$ cat config.mk
export PLATFORM = sky130hd
export DESIGN_NAME = spi_tx_arbiter
export DESIGN_NICKNAME = d
export VERILOG_FILES = /design/src/rtl/spi_pkg.sv /design/src/rtl/spi_tx_arbiter_rr_picker.sv /design/src/rtl/spi_tx_arbiter.sv
export SDC_FILE = /design/constraint.sdc
export NUM_CORES = 1
export LEC_CHECK = 0
export ABC_CLOCK_PERIOD_IN_PS = 2600
export BUFFER_PORTS_ARGS = -buffer_cell sky130_fd_sc_hd__buf_2
export CAP_MARGIN = 10
export CORE_ASPECT_RATIO = 0.5
export CORE_UTILIZATION = 27
export DETAILED_ROUTE_END_ITERATION = 6
export GPL_TIMING_DRIVEN = 0
export PLACE_DENSITY_LB_ADDON = 0.3
export SYNTH_ARGS = -nofsm -noshare
export SYNTH_HDL_FRONTEND = slang
export SYNTH_SLANG_ARGS = --single-unit
export TNS_END_PERCENT = 30
$ cat constraint.sdc
create_clock -name clk_100 -period 2.6 [get_ports clk_100]
set_clock_uncertainty 0.15 [all_clocks]
set_input_delay 0.26 -clock clk_100 [delete_from_list [all_inputs] [get_ports clk_100]]
set_output_delay 0.26 -clock clk_100 [all_outputs]
set_load 0.005 [all_outputs]
$ cat src/rtl/spi_pkg.sv
// Shared types and constants for the SPI transmit arbiter.
// Holds the arbiter FSM encoding and the default transmit word width.
package spi_pkg;

    localparam int SPI_DATA_WIDTH = 8;
    localparam int LOCK_CNT_WIDTH = 8;

    typedef enum logic [1:0] {
        IDLE    = 2'd0,
        GRANT   = 2'd1,
        RELEASE = 2'd2
    } arb_state_t;

endpackage

$ cat src/rtl/spi_tx_arbiter_rr_picker.sv
// Combinational round-robin search: the first set request at or above ptr,
// wrapping from the top index back to zero.
module rr_picker #(
    parameter  int P_NUM_REQ = 4,
    localparam int IDX_W     = $clog2(P_NUM_REQ)
) (
    input  logic [P_NUM_REQ-1:0] req,
    input  logic [IDX_W-1:0]     ptr,
    output logic                 found,
    output logic [IDX_W-1:0]     idx
);

    // NOTE: every output gets a default before the loop so no latch is inferred.
    always_comb begin
        found = 1'b0;
        idx   = '0;
        // Walk from the farthest offset down so the nearest match is written last.
        for (int i = P_NUM_REQ - 1; i >= 0; i--) begin
            logic [IDX_W-1:0] cand;
            cand = IDX_W'((int'(ptr) + i) % P_NUM_REQ);
            if (req[cand]) begin
                found = 1'b1;
                idx   = cand;
            end
        end
    end

endmodule

$ cat src/rtl/spi_tx_arbiter.sv
// Round-robin arbiter feeding one SPI transmitter from several requesters,
// with burst locking on req_last and a forced release after an idle timeout.
module spi_tx_arbiter
    import spi_pkg::*;
#(
    parameter  int P_NUM_REQ      = 4,
    parameter  int P_DATA_WIDTH   = SPI_DATA_WIDTH,
    parameter  int P_LOCK_TIMEOUT = 16,
    localparam int IDX_W          = $clog2(P_NUM_REQ)
) (
    input  logic                                  clk_100,
    input  logic                                  a_rst_n,
    input  logic [P_NUM_REQ-1:0]                  req_valid,
    input  logic [P_NUM_REQ-1:0][P_DATA_WIDTH-1:0] req_data,
    input  logic [P_NUM_REQ-1:0]                  req_last,
    output logic [P_NUM_REQ-1:0]                  req_ready,
    output logic                                  tx_valid,
    output logic [P_DATA_WIDTH-1:0]               tx_data,
    input  logic                                  tx_ready,
    output logic [IDX_W-1:0]                      grant_id,
    output logic                                  busy,
    output logic                                  timeout_evt
);

    arb_state_t                state;
    logic [IDX_W-1:0]          rr_ptr;
    logic [LOCK_CNT_WIDTH-1:0] idle_cnt;

    logic             pick_found;
    logic [IDX_W-1:0] pick_idx;
    logic             owner_valid;
    logic             owner_last;
    logic             handshake;
    logic [IDX_W-1:0] next_ptr;

    rr_picker #(
        .P_NUM_REQ(P_NUM_REQ)
    ) u_rr_picker (
        .req  (req_valid),
        .ptr  (rr_ptr),
        .found(pick_found),
        .idx  (pick_idx)
    );

    assign owner_valid = req_valid[grant_id];
    assign owner_last  = req_last[grant_id];
    assign handshake   = (state == GRANT) && owner_valid && tx_ready;
    assign next_ptr    = (grant_id == IDX_W'(P_NUM_REQ - 1)) ? '0 : grant_id + IDX_W'(1);

    always_comb begin
        req_ready = '0;
        tx_valid  = 1'b0;
        tx_data   = req_data[grant_id];
        if (state == GRANT) begin
            tx_valid            = owner_valid;
            req_ready[grant_id] = tx_ready;
        end
    end

    // NOTE: sequential state uses non-blocking assignments only, so every
    // register samples the pre-edge value of every other register.
    always_ff @(posedge clk_100 or negedge a_rst_n) begin
        if (!a_rst_n) begin
            state       <= IDLE;
            rr_ptr      <= '0;
            idle_cnt    <= '0;
            grant_id    <= '0;
            busy        <= 1'b0;
            timeout_evt <= 1'b0;
        end else begin
            timeout_evt <= 1'b0;
            case (state)
                IDLE: begin
                    if (pick_found) begin
                        grant_id <= pick_idx;
                        idle_cnt <= '0;
                        busy     <= 1'b1;
                        state    <= GRANT;
                    end
                end
                GRANT: begin
                    if (handshake) begin
                        idle_cnt <= '0;
                        if (owner_last) begin
                            rr_ptr <= next_ptr;
                            state  <= RELEASE;
                        end
                    end else if (owner_valid) begin
                        idle_cnt <= '0;
                    // The edge that would bring the count to the limit fires the release.
                    end else if (idle_cnt == LOCK_CNT_WIDTH'(P_LOCK_TIMEOUT - 1)) begin
                        idle_cnt    <= '0;
                        timeout_evt <= 1'b1;
                        rr_ptr      <= next_ptr;
                        state       <= RELEASE;
                    end else begin
                        idle_cnt <= idle_cnt + LOCK_CNT_WIDTH'(1);
                    end
                end
                RELEASE: begin
                    busy  <= 1'b0;
                    state <= IDLE;
                end
                default: begin
                    busy  <= 1'b0;
                    state <= IDLE;
                end
            endcase
        end
    end

endmodule

Word-level counts from Yosys, hierarchy flattened
Cells that the tools add are included.
- add/subtract/negate cells: 5
- multipliers: 0
- divide/modulo/power cells: 0
- $lt $le $gt $ge: 6
- eq/ne operators: 9
- shift operators: 0
- multiplexer cells: 48
- bitwise logic cells: 2
- reductions and logical operators: 11
- operators by type and width (operator ; count):
    $mux W8 ; 5
    $mux W2 ; 14
    $mux W1 ; 17
    $bmux W8 S2 ; 1
    $pmux W8 S2 ; 1
    $lt A2 B3 Y1 const B ; 5
    $bmux W1 S2 ; 6
    $add A8 B1 Y8 const B ; 1
    $eq A8 B4 Y1 const B ; 1
    $reduce_and A4 Y1 ; 2
    $ne A3 B3 Y1 const B ; 2
    $reduce_and A2 Y1 ; 3
    $add A2 B1 Y2 const B ; 2
    $add A2 B2 Y2 const B ; 2
    $and A4 B4 Y4 ; 1
    $mux W4 ; 1
    $ne A2 B2 Y1 const B ; 2
    $pmux W2 S2 ; 1
    $reduce_bool A2 Y1 ; 2
    $logic_and A1 B1 Y1 ; 3
    $ne A3 B2 Y1 const B ; 1
    $demux W1 S2 ; 1
    $eq A2 B1 Y1 const B ; 1
    $eq A2 B2 Y1 const B ; 1
    5 further kinds ; 5
- register bits after elaboration: 16
- bits in latches: 0
- RAM bits: 0
- bits in read-only memories: 0
- output and inout port bits: 17
- logic and storage cells: 87
- memories kept: 0

Logic depth before layout (Yosys ltp)
- depth after elaboration: 9
- mapped depth: 7

Modules after synthesis
A second synthesis with hierarchy kept.
- cells, all modules: 111
- area total of the unflattened synthesis: 1234.9 µm²
- modules (own cells, without submodules) (module ; times used ; cells an instance ; area each (µm²)):
    spi_tx_arbiter ; 1 ; 98 ; 1157.4
    rr_picker ; 1 ; 13 ; 77.6

Worst setup path before layout
Ideal clock, no wire load.
- kind: reg-to-reg
- from: register grant_id[0]
- to: register rr_ptr[0]
- arrival time: 1771 ps
- required time: 2325 ps
- slack: 554 ps
- cell stages (with the launch flop): 5
- path buffers: 0
- cell sequence: dfrtp_1 -> mux4_2 -> and3_4 -> o21ai_4 -> mux2_4
- word-level cells in the longest chain between the ends: 6
- RTL lines (element ; line ; text):
    start: declaration ; spi_tx_arbiter.sv:20 ; output logic [IDX_W-1:0] grant_id,
    start signal: assignment ; spi_tx_arbiter.sv:75 ; grant_id <= pick_idx;
    $bmux W1 S2 ; spi_tx_arbiter.sv:45 ; assign owner_valid = req_valid[grant_id];
    $mux W1 (not written as such) ; spi_tx_arbiter.sv:45 ;
    $logic_and A1 B1 Y1 (2 in a row) ; spi_tx_arbiter.sv:47 ; assign handshake = (state == GRANT) && owner_valid && tx_ready;
    $ne A2 B2 Y1 (no line), or another cell as far along ; - ;
    $reduce_and A4 Y1 (no line) ; - ;
    end signal: assignment ; spi_tx_arbiter.sv:85 ; rr_ptr <= next_ptr;
    end signal: assignment ; spi_tx_arbiter.sv:94 ; rr_ptr <= next_ptr;
    end: declaration ; spi_tx_arbiter.sv:26 ; logic [IDX_W-1:0] rr_ptr;
Several ways; a longest one is shown, not always the timed one. The select of a mux whose other input is x is not followed.
A chain may end at the register's enable or synchronous reset.

Worst setup path after layout
- from: register grant_id[0]
- to: output tx_data[6]
- word-level cells in the longest chain between the ends: 2
- RTL lines (element ; line ; text):
    $bmux W8 S2 ; spi_tx_arbiter.sv:53 ; tx_data = req_data[grant_id];
    $mux W8 (not written as such) ; spi_tx_arbiter.sv:53 ;
    end: declaration ; spi_tx_arbiter.sv:18 ; output logic [P_DATA_WIDTH-1:0] tx_data,
Every way passes these cells. The select of a mux whose other input is x is not followed.

==> run metrics <==
FILL cells=406; period utilization=86.2%; Final ANT Viol Nets=0; first-pass GRT wire length=4.63 mm; Max Buffers Root-to-Sink=2; cells after synthesis=104; Min Hold Slack=212 ps; fin. max-slew vios=0; Seq/Total Area, Yosys=34.4%; RD Place Congestion=0.736; Total GRT Usage=13.3%; commonest non-fill, non-tap cell in the layout=buf_2; Antenna Diode Count=0; clock latency on the worst-skew pair=250 ps; routed wire length=2.92 mm; # DRC=0; min cycle time layout=2240 ps; crit path launch type=flip-flop; CTS H-Tree Depth=1; Avg Cell Area, Syn=11.2 um^2; FFs w/ async S/R, synth=100%; max cap viols=0; grt ovf=0; antenna violations before repair=0; crit-path max FO=10; die area=0.00459 mm^2; Cell Pwr Density=841 mW/mm^2; status=finished clean; Post-synth EDFFs=0; hold crit path type=input pin to flip-flop; Initial Utilization=29.0%; Setup Viol. Count Final=0; Num CTS Buffers=3; synthesized area=0.00116 mm^2; CP required=2190 ps; routed len/inst=13.2 um; # IOs=60; TritonCTS clock tree=yes; nets@finish=217; Pleak=0.804 nW; synth-to-layout area growth=36.8%; drt first pass iters=4; Post-DP HPWL=2.29 mm; Final Hold Viols=0; critical path capture point type=output pin; most frequent cells in the layout=61 x buf_2, 16 x dfrtp_1, 9 x mux4_2; Worst-Margin Slew=639 ps; clk sinks=16; Die X=94.8 um; critical path type=flip-flop to output pin; site row count=16; Synth Flop Type=dfrtp_1; Clk Tree Root Cell=clkbuf_8; Initial DRC Count=17; IO buf count=59; vias in the first global route=1,082; layout cells sized above 1=49.4%; Reg area=400 um^2; worst rel slew slack=57.0%; clock-pin transition on the worst setup and hold timing paths=70 ps; final setup TNS=0 ps; via count=1,121; Fmax=446 MHz; Arr. time, crit path=1830 ps; DIE HEIGHT=48.4 um; Std-Cell Core Area=0.00400 mm^2; Peak VDD IR=187 uV; synth warn=0; post-synth cell types=39; Multi-input gate area=722 um^2; Syn Nets=152; vias per cell=5.05; RSZ-0062 raised after global routing=false; pin count of the biggest net entering global routing=17; Yosys reg bits=16
state kept, by name, summed over array words and instances, names as in the netlist:
name	count
idle_cnt	8
rr_ptr	2
busy	1
grant_id	2
timeout_evt	1
state	2
worst paths after layout:
kind | slack (ps) | startpoint | depth (start not counted) | to
max in group asynchronous | 1730 | a_rst_n | 2 | grant_id[0]$_DFFE_PN0P_
hold / removal | 210 | req_valid[2] | 3 | grant_id[1]$_DFFE_PN0P_
setup / recovery | 360 | grant_id[0]$_DFFE_PN0P_ | 3 | tx_data[6]
min in group asynchronous | 300 | a_rst_n | 2 | idle_cnt[0]$_DFFE_PN0P_
hold reg to reg | 340 | idle_cnt[7]$_DFFE_PN0P_ | 1 | idle_cnt[7]$_DFFE_PN0P_
setup reg to reg | 410 | grant_id[0]$_DFFE_PN0P_ | 4 | rr_ptr[0]$_DFFE_PN0P_
through the flow:
stage,util [%],area (um^2),power [W],setup slack (ps),std cells
5_1_grt,39.7,1590,0.00145,224,222
4_1_cts,39.7,1590,0.00136,317,222
2_1_floorplan,-,1160,0.000877,554,104
6_report,39.7,1590,0.00134,359,222
3_5_place_dp,38.1,1530,0.00113,404,217
3_3_place_gp,38.1,1530,0.00110,422,217
worst max-delay path, stage by stage (launching register included):
cell and delay (ps):
dfrtp_1 530, buf_2 360, mux4_2 540, buf_2 140
cells in the mapped netlist (2+ instances only):
cell type / count / area (um^2)
nor2b_1: 2 / 12.5
o21ai_0: 5 / 25.0
nand3_1: 2 / 10.0
a21oi_1: 5 / 25.0
a31oi_1: 2 / 12.5
a221o_1: 2 / 20.0
mux2i_1: 2 / 20.0
o21ai_1: 2 / 10.0
mux2_4: 2 / 30.0
inv_1: 5 / 18.8
nand2b_1: 4 / 25.0
mux4_2: 9 / 203
dfrtp_1: 16 / 400
buf_2: 2 / 10.0
ha_1: 5 / 62.6
nor4_1: 2 / 12.5
nand2_1: 5 / 18.8
and3_1: 8 / 50.1
nor3_1: 4 / 20.0
cells by family after synthesis:
| kind of cell | count (synthesis) | synth area share [%] |
|---|---|---|
| buf+inv | 10 | 3.44 |
| fa+ha+maj | 5 | 5.38 |
| flops | 16 | 34.4 |
| mux | 15 | 25.0 |
| simple gates | 35 | 17.8 |
| compound gates | 23 | 14.0 |
power breakdown:
part	total, W	internal [W]	switching [W]	leakage (nW)
sequential	0.000391	0.000310	0.0000810	0.207
clock	0.000226	0.000134	0.0000920	0.0288
combinational	0.000721	0.000385	0.000335	0.568
total	0.00134	0.000830	0.000508	0.804
layer usage:
layer / global-route usage, % / wire (um) / up-vias / share of wire, %
li1: - / - / 532 / -
met1: 14.2 / 1190 / 543 / 41
met2: 24.3 / 1440 / 41 / 49
met3: 4.72 / 265 / 5 / 9.1
met4: 4.55 / 29 / 0 / 0.99
met5: 0 / 0 / - / 0
layout make-up:
type / instances / area share, %
inverters: 6 / 1.42
repair buffers: 60 / 19.2
plain buffers: 4 / 1.10
well taps: 54 / 4.25
flip-flops and latches: 16 / 25.2
multi-input cells: 78 / 45.4
clock buffers: 4 / 3.46
timing repair:
item | CTS | global route
endpoints found under the hold margin | 16 | 0
setup buffers | 0 | 0
resized for setup | 0 | 0
hold buffers | 1 | 0
endpoints found under the setup margin | 0 | 0
Note: power is estimated with default switching activity, not from simulation.
